## config.mk

```make
export PLATFORM = sky130hd
export DESIGN_NAME = panel_sequencer_flat
export DESIGN_NICKNAME = d
export VERILOG_FILES = /design/src/rtl/panel_sequencer_if.sv /design/src/rtl/panel_sequencer.sv /design/src/flat_wrapper.sv
export SDC_FILE = /design/constraint.sdc
export NUM_CORES = 1
export LEC_CHECK = 0
export ABC_AREA = 1
export CORE_MARGIN = 3
export CORE_UTILIZATION = 29
export CTS_CLUSTER_SIZE = 30
export DETAILED_ROUTE_END_ITERATION = 6
export PLACE_DENSITY = 0.41
export SYNTH_ARGS = -nofsm -noshare
export SYNTH_HDL_FRONTEND = slang
export SYNTH_SLANG_ARGS = --single-unit
export TNS_END_PERCENT = 50
```

## constraint.sdc

```tcl
create_clock -name CPUCLK_IN -period 3.6 [get_ports CPUCLK_IN]
set_input_delay 0.54 -clock CPUCLK_IN [delete_from_list [all_inputs] [get_ports CPUCLK_IN]]
set_output_delay 0.54 -clock CPUCLK_IN [all_outputs]
set_load 0.1 [all_outputs]
```

## src/rtl/panel_sequencer_if.sv

```systemverilog
`default_nettype none
// ============================================================================
// panel_sequencer_if : raw front-panel switches in, conditioned levels out
// Revision 1.0
// ============================================================================
interface panel_sequencer_if;
    logic       RUN_SW_IN;
    logic       STEPEN_SW_IN;
    logic       STEP_SW_IN;
    logic       RESET_SW_IN;
    logic       RUN;
    logic       CPU_RESET;
    logic       CPU_HALT;
    logic       STEPEN;
    logic       STEP;
    logic       STEP_PULSE;
    logic [1:0] STATE;

    // Panel side: drives the switches, observes the sequencer outputs
    modport master (
        output RUN_SW_IN, STEPEN_SW_IN, STEP_SW_IN, RESET_SW_IN,
        input  RUN, CPU_RESET, CPU_HALT, STEPEN, STEP, STEP_PULSE, STATE
    );

    modport slave (
        input  RUN_SW_IN, STEPEN_SW_IN, STEP_SW_IN, RESET_SW_IN,
        output RUN, CPU_RESET, CPU_HALT, STEPEN, STEP, STEP_PULSE, STATE
    );
endinterface
`default_nettype wire

```

## src/rtl/panel_sequencer.sv

```systemverilog
`default_nettype none
// ============================================================================
// panel_sequencer : synchronise/debounce panel switches, sequence CPU reset/halt
// Revision 1.0
// ============================================================================
module panel_sequencer #(
    parameter int DEBOUNCE_CYCLES   = 50000,
    parameter int RESET_HOLD_CYCLES = 1024
) (
    input wire               CPUCLK_IN,
    input wire               RESET_IN,
    panel_sequencer_if.slave bus
);
    localparam int c_db_w   = (DEBOUNCE_CYCLES   > 1) ? $clog2(DEBOUNCE_CYCLES)   : 1;
    localparam int c_hold_w = (RESET_HOLD_CYCLES > 1) ? $clog2(RESET_HOLD_CYCLES) : 1;
    localparam logic [c_db_w-1:0]   c_db_last   = c_db_w'(DEBOUNCE_CYCLES - 1);
    localparam logic [c_db_w-1:0]   c_db_one    = c_db_w'(1);
    localparam logic [c_hold_w-1:0] c_hold_last = c_hold_w'(RESET_HOLD_CYCLES - 1);
    localparam logic [c_hold_w-1:0] c_hold_one  = c_hold_w'(1);

    typedef enum logic [1:0] {
        ST_STOPPED = 2'd0,
        ST_HOLD    = 2'd1,
        ST_RUNNING = 2'd2,
        ST_UNUSED  = 2'd3
    } state_t;

    // Switch index: 0 RUN, 1 STEPEN, 2 STEP, 3 RESET
    logic [3:0] w_raw;
    logic [3:0] w_deb;

    assign w_raw = {bus.RESET_SW_IN, bus.STEP_SW_IN, bus.STEPEN_SW_IN, bus.RUN_SW_IN};

    for (genvar g = 0; g < 4; g++) begin : g_debounce
        logic              r_sync1;
        logic              r_sync2;
        logic              r_level;
        logic [c_db_w-1:0] r_cnt;

        always_ff @(posedge CPUCLK_IN) begin
            if (RESET_IN) begin
                r_sync1 <= 1'b0;
                r_sync2 <= 1'b0;
                r_level <= 1'b0;
                r_cnt   <= '0;
            end else begin
                r_sync1 <= w_raw[g];
                r_sync2 <= r_sync1;
                if (r_sync2 == r_level) begin
                    r_cnt <= '0;
                end else if (r_cnt == c_db_last) begin
                    r_level <= r_sync2;
                    r_cnt   <= '0;
                end else begin
                    r_cnt <= r_cnt + c_db_one;
                end
            end
        end

        assign w_deb[g] = r_level;
    end

    logic w_run_sw;
    logic w_stepen_sw;
    logic w_step_sw;
    logic w_reset_sw;

    assign w_run_sw    = w_deb[0];
    assign w_stepen_sw = w_deb[1];
    assign w_step_sw   = w_deb[2];
    assign w_reset_sw  = w_deb[3];

    state_t              r_state;
    state_t              w_state_nxt;
    logic [c_hold_w-1:0] r_hold_cnt;
    logic [c_hold_w-1:0] w_hold_cnt_nxt;

    always_comb begin
        w_state_nxt    = r_state;
        w_hold_cnt_nxt = r_hold_cnt;
        case (r_state)
            ST_STOPPED: begin
                if (w_run_sw) begin
                    w_state_nxt    = ST_HOLD;
                    w_hold_cnt_nxt = '0;
                end
            end
            ST_HOLD: begin
                if (w_reset_sw) begin
                    w_hold_cnt_nxt = '0;
                end else if (r_hold_cnt == c_hold_last) begin
                    w_state_nxt = ST_RUNNING;
                end else begin
                    w_hold_cnt_nxt = r_hold_cnt + c_hold_one;
                end
            end
            ST_RUNNING: begin
                if (w_reset_sw) begin
                    w_state_nxt    = ST_HOLD;
                    w_hold_cnt_nxt = '0;
                end
            end
            default: begin
                w_state_nxt    = ST_STOPPED;
                w_hold_cnt_nxt = '0;
            end
        endcase
        // A dropped RUN switch wins over reset requests and hold expiry
        if (!w_run_sw) begin
            w_state_nxt    = ST_STOPPED;
            w_hold_cnt_nxt = '0;
        end
    end

    logic r_run;
    logic r_cpu_reset;
    logic r_cpu_halt;
    logic r_step;
    logic r_step_pulse;
    logic w_step_lvl;

    assign w_step_lvl = w_step_sw & w_stepen_sw;

    always_ff @(posedge CPUCLK_IN) begin
        if (RESET_IN) begin
            r_state      <= ST_STOPPED;
            r_hold_cnt   <= '0;
            r_run        <= 1'b0;
            r_cpu_reset  <= 1'b1;
            r_cpu_halt   <= 1'b1;
            r_step       <= 1'b0;
            r_step_pulse <= 1'b0;
        end else begin
            r_state      <= w_state_nxt;
            r_hold_cnt   <= w_hold_cnt_nxt;
            r_run        <= (w_state_nxt == ST_RUNNING);
            r_cpu_reset  <= (w_state_nxt != ST_RUNNING);
            r_cpu_halt   <= (w_state_nxt != ST_RUNNING);
            r_step       <= w_step_lvl;
            r_step_pulse <= w_step_lvl & ~r_step;
        end
    end

    assign bus.RUN        = r_run;
    assign bus.CPU_RESET  = r_cpu_reset;
    assign bus.CPU_HALT   = r_cpu_halt;
    assign bus.STEPEN     = w_stepen_sw;
    assign bus.STEP       = r_step;
    assign bus.STEP_PULSE = r_step_pulse;
    assign bus.STATE      = r_state;
endmodule
`default_nettype wire
```

## src/flat_wrapper.sv

```systemverilog
// flat-port wrapper written by rule: the top's interface ports become plain ports
module panel_sequencer_flat 
#(
    parameter int DEBOUNCE_CYCLES   = 50000,
    parameter int RESET_HOLD_CYCLES = 1024
)
  (CPUCLK_IN, RESET_IN, bus_RUN_SW_IN, bus_STEPEN_SW_IN, bus_STEP_SW_IN, bus_RESET_SW_IN, bus_RUN, bus_CPU_RESET, bus_CPU_HALT, bus_STEPEN, bus_STEP, bus_STEP_PULSE, bus_STATE);
  panel_sequencer_if bus_i ();
  input wire CPUCLK_IN;
  input wire RESET_IN;
  input wire logic [$bits(bus_i.RUN_SW_IN)-1:0] bus_RUN_SW_IN;
  input wire logic [$bits(bus_i.STEPEN_SW_IN)-1:0] bus_STEPEN_SW_IN;
  input wire logic [$bits(bus_i.STEP_SW_IN)-1:0] bus_STEP_SW_IN;
  input wire logic [$bits(bus_i.RESET_SW_IN)-1:0] bus_RESET_SW_IN;
  output wire logic [$bits(bus_i.RUN)-1:0] bus_RUN;
  output wire logic [$bits(bus_i.CPU_RESET)-1:0] bus_CPU_RESET;
  output wire logic [$bits(bus_i.CPU_HALT)-1:0] bus_CPU_HALT;
  output wire logic [$bits(bus_i.STEPEN)-1:0] bus_STEPEN;
  output wire logic [$bits(bus_i.STEP)-1:0] bus_STEP;
  output wire logic [$bits(bus_i.STEP_PULSE)-1:0] bus_STEP_PULSE;
  output wire logic [$bits(bus_i.STATE)-1:0] bus_STATE;
  assign bus_i.RUN_SW_IN = bus_RUN_SW_IN;
  assign bus_i.STEPEN_SW_IN = bus_STEPEN_SW_IN;
  assign bus_i.STEP_SW_IN = bus_STEP_SW_IN;
  assign bus_i.RESET_SW_IN = bus_RESET_SW_IN;
  assign bus_RUN = bus_i.RUN;
  assign bus_CPU_RESET = bus_i.CPU_RESET;
  assign bus_CPU_HALT = bus_i.CPU_HALT;
  assign bus_STEPEN = bus_i.STEPEN;
  assign bus_STEP = bus_i.STEP;
  assign bus_STEP_PULSE = bus_i.STEP_PULSE;
  assign bus_STATE = bus_i.STATE;
  panel_sequencer #(.DEBOUNCE_CYCLES(DEBOUNCE_CYCLES), .RESET_HOLD_CYCLES(RESET_HOLD_CYCLES)) u_core (.CPUCLK_IN(CPUCLK_IN), .RESET_IN(RESET_IN), .bus(bus_i));
endmodule
```

# Word level (Yosys, flattened, before mapping)

Index checks and enable logic that the tools add are counted.

Reductions and logical operators: 11
Multiplexer cells: 9
Equality and inequality tests: 15
Bitwise operators: 8
$add $sub $neg: 5

Operators by type and width:

| operator              | count |
|---|---|
| $add 16x1->16 const B | 4 |
| $eq 16x16->1 const B  | 4 |
| $mux 10               | 3 |
| $pmux 10 s2           | 1 |
| $reduce_or 3->1       | 4 |
| $add 10x1->10 const B | 1 |
| $eq 10x10->1 const B  | 1 |
| $reduce_and 2->1      | 5 |
| $mux 2                | 4 |
| $not 1->1             | 6 |
| $pmux 2 s3            | 1 |
| $eq 1x1->1            | 4 |
| $eq 2x2->1 const B    | 2 |
| $ne 3x2->1 const B    | 1 |
| $and 1x1->1           | 2 |
| $eq 2x1->1 const B    | 1 |
| $logic_not 2->1       | 1 |
| $ne 2x1->1 const B    | 1 |
| $ne 2x2->1 const B    | 1 |
| $reduce_or 2->1       | 1 |

Word-level logic and storage cells: 70
Input port bits: 6
Flip-flop bits (word level): 92
Output and inout port bits: 8

# Longest topological paths before layout

Word-level depth: 6
Gate-level depth with buffers: 9
Gate-level depth less buffers: 9

# Worst setup path before layout

OpenSTA, ideal clock, no wires.

Path kind: flip-flop to flip-flop
From: register u_core.r_state[0] (netlist: u_core.bus.STATE[0])
To: register u_core.r_hold_cnt[6]
Cell stages (with the launch flop): 7
Setup slack: 1.699 ns
Library setup time: 0.066 ns
Arrival: 1.835 ns
Clock period less this slack: 1.901 ns
Buffers on the path: 0
Data required time: 3.534 ns
Path through: dfxtp_1 > nor2_1 > nor2_2 > nand3_4 > nand2_1 > nand2_1 > a21oi_2

Word-level cells in the longest chain between the ends: 3
Elaborated cells between the ends (all ways): 6
Those cells by class: eq/ne (4); mux (1); reduce/logical (1)

RTL lines:

| item                                               | line                   | text |
|---|---|---|
| from (decl)                                        | panel_sequencer.sv:73  | `state_t r_state;` |
| from (signal assigned)                             | panel_sequencer.sv:134 | `r_state <= w_state_nxt;` |
| $eq 2x1->1 or $eq 2x2->1 (tied branches)           | panel_sequencer.sv:81  | `case (r_state)` |
| $ne 3x2->1 (no line) or $ne 2x1->1 (tied branches) | --                     |  |
| $reduce_and 2->1 (no line)                         | --                     |  |
| to (signal assigned)                               | panel_sequencer.sv:135 | `r_hold_cnt <= w_hold_cnt_nxt;` |
| to (decl)                                          | panel_sequencer.sv:75  | `logic [c_hold_w-1:0] r_hold_cnt;` |

Several ways; a longest one is shown, not always the timed one.
A chain may end at the register's enable or synchronous reset.

# Worst setup path after layout

From: register u_core.g_debounce[1].r_level (netlist: u_core.bus.STEPEN)
To: output bus_STEPEN

RTL lines:

| item                   | line                  | text |
|---|---|---|
| from (decl)            | panel_sequencer.sv:37 | `logic r_level;` |
| from (signal assigned) | panel_sequencer.sv:52 | `r_level <= r_sync2;` |
| to (decl)              | flat_wrapper.sv:18    | `output wire logic [$bits(bus_i.STEPEN)-1:0] bus_STEPEN;` |

No word-level cell between the ends.

==> flow_summary.yaml <==
status:
  outcome: "complete, no violations"
setup_path:
  r2r_slack_ns: 1.86
  cp_cell_sequence: "clkdlybuf4s50_1"
  crit_family: "buffers and inverters"
  crit_cells: 1
  worstSetupPathType: "reg2out"
  cp_data_arrival_time_ns: 1.91
  critPathMaxFanout: 3
  cp_slowest_cell: "clkdlybuf4s50_1"
  cp-start-kind: "flip-flop"
  crit_buf_inv: 1
  max_stage_delay_ns: 1.16
  ff2ff_path_depth: 6
  end_kind: "primary output"
  crit_required_ns: 3.06
route:
  wl_per_cell_um: 11.7
  drt-met1-wl_um: 4740
  wl_met3_um: 192
  drc: 0
  dr.pass1.iters: 4
  dr_total_vias: 3705
  drt-total-wl_um: 9470
  top_layer: "met4"
  vias_per_cell: 4.59
  antenna_left: 0
  wl_met2_um: 4340
  drtIter0Drc: 192
logic_synthesis:
  synth_nets: 613
  yosys_warnings: 0
  syn_avg_cell_area_um2: 7.26
  synth_area_mm2: 0.00437
  ys_ff_latch: 92
  ys_seq_area_share_pct: 42.1
  yosysUniqueCellTypes: 33
  synth_cells: 602
pwr:
  p_per_area_mw_per_mm2: 418
  power.leakage_nw: 1.62
  ir_worst_vdd_uv: 215
sta:
  tns_ns: 0
  tightest_slew_ns: 0.989
  maxSlewHeadroom_pct: 33.8
  post-route-period-util_pct: 68.0
  max_freq_mhz: 408
  fin_crit_ns: 2.45
  setup_slack_ns: 1.15
  finalSetupViolations: 0
  hold_viol_final: 0
  finalMaxSlewViolations: 0
  whs_ns: 0.404
  skew_ns: 0.00373
  rsz0062_at_grt: "false"
global_routing:
  grt_pass1_vias: 3589
  antenna_found_initial: 0
  track_usage_pct: 12.3
  grt_max_degree: 17
  overflow: 0
  grt_pass1_wl_um: 16500
finish:
  fin_util_pct: 34.2
  drive_gt1_share_pct: 8.49
  fin_nets: 630
  layout_common_cells: "nand2_1, dfxtp_1, inv_1, nor2_1"
  layout_commonest_cell: "nand2_1"
  syn2layout_area_growth_pct: 14.5
  fin_cells: 808
  diodes: 0
cts:
  clkSinkCount: 92
  clk_path_buf_depth: 2
  cts_hold_buf: 0
  insertion_delay_ns: 0.34
  cts_tree: "built"
  htree_levels: 3
  cts_setup_buffers: 0
  path_clk_slew_ns: 0.06
  post_cts_resize_count: 0
  clock-root-buffer: "clkbuf_16"
  cts_made_buffers: 9
die:
  fp-row-count: 44
  die_width_um: 129
  start_util_pct: 29.9
  dieArea_mm2: 0.0166
  die_h_um: 129
  io_pins: 14
  core_area_mm2: 0.0146
placement:
  place_inst: 792
  place_ws_ns: 1.26
  gp_congestion: 0.767
  hpwl_um: 6880
  portBuffers: 13
hold_path:
  worstHoldPathCells: 2
  hp-class: "reg2reg"
flow_run:
  drv_cap: 0
-- path summary, 6_finish.rpt --
kind | startpoint | to
setup reg to reg | u_core.g_debounce[1].r_cnt[0] | u_core.g_debounce[1].r_cnt[2]
hold reg to reg | u_core.g_debounce[1].r_sync1 | u_core.g_debounce[1].r_sync2
setup / recovery | u_core.bus.STEPEN | bus_STEPEN
hold / removal | u_core.g_debounce[1].r_sync1 | u_core.g_debounce[1].r_sync2
-- per-layer routing --
layer,GRT usage (%),vias to the layer above
met3,2.32,15
li1,-,1988
met4,5.74,0
met2,20.1,37
met1,15.7,1665
met5,0,-
-- area by class of cell --
class | instances | area, um^2
well taps | 184 | 230
fillers | 1561 | 9640
flip-flops and latches | 92 | 1840
multi-input cells | 417 | 2150
clock inverters | 3 | 68.8
clock buffers | 13 | 260
repair buffers | 13 | 130
inverters | 86 | 324
-- cell families (layout without fill, tap and decap cells) --
| logic type | count (synthesis) | after routing | synth area share, % |
|---|---|---|---|
| XOR/XNOR | 19 | 19 | 3.81 |
| AND/OR/NAND/NOR | 333 | 333 | 36.6 |
| flip-flops | 92 | 92 | 42.1 |
| buffers and inverters | 93 | 115 | 8.64 |
| adder cells (fa/ha/maj) | 5 | 5 | 1.43 |
| AO/OA/AOI/OAI | 60 | 60 | 7.38 |
-- flip-flops by register name (all words and copies together), names as in the netlist --
name	cells
u_core.bus.STEPEN	1
u_core.g_debounce.r_cnt	64
u_core.g_debounce.r_sync2	4
u_core.g_debounce.r_sync1	4
u_core.bus.CPU_RESET	1
u_core.g_debounce.r_level	3
u_core.bus.STEP	1
u_core.r_hold_cnt	10
u_core.bus.STATE	2
u_core.bus.RUN	1
u_core.bus.STEP_PULSE	1
-- Yosys cell counts (all sizes together) --
master / n / area share, %
nand3b: 2 / 0.34
clkbuf: 1 / 0.086
buf: 6 / 1.1
nor2: 91 / 8.8
nor3b: 3 / 0.52
or2: 11 / 1.6
nor3: 28 / 3.5
o21ai: 12 / 1.4
inv: 85 / 7.3
nand2: 117 / 11
dfxtp: 92 / 42
nand3: 48 / 6.5
a21oi: 47 / 5.8
xnor2: 3 / 0.60
nand4: 27 / 3.9
a21o: 1 / 0.20
nor4: 6 / 1.0
xor2: 16 / 3.2
clkinv: 1 / 0.11
ha: 5 / 1.4
-- metrics by stage --
step | power [mW] | cell area (um^2)
2_1_floorplan | 1.06 | 4370
3_3_place_gp | 1.07 | 4680
3_5_place_dp | 1.07 | 4680
4_1_cts | 2.13 | 5010
5_1_grt | 2.17 | 5010
6_report | 2.09 | 5010
-- tightest hold or removal path: stages, from the launching register on --
cell and delay [ns]:
dfxtp_1 0.30, inv_1 0.04, nor2_1 0.03
-- where the power goes --
group | switching, mW | total, mW | internal, mW
sequential | 0.00299 | 1.03 | 1.02
clock | 0.395 | 1.04 | 0.649
combinational | 0.0147 | 0.0236 | 0.00887
total | 0.412 | 2.09 | 1.68
(Power assumes the default switching activity.)
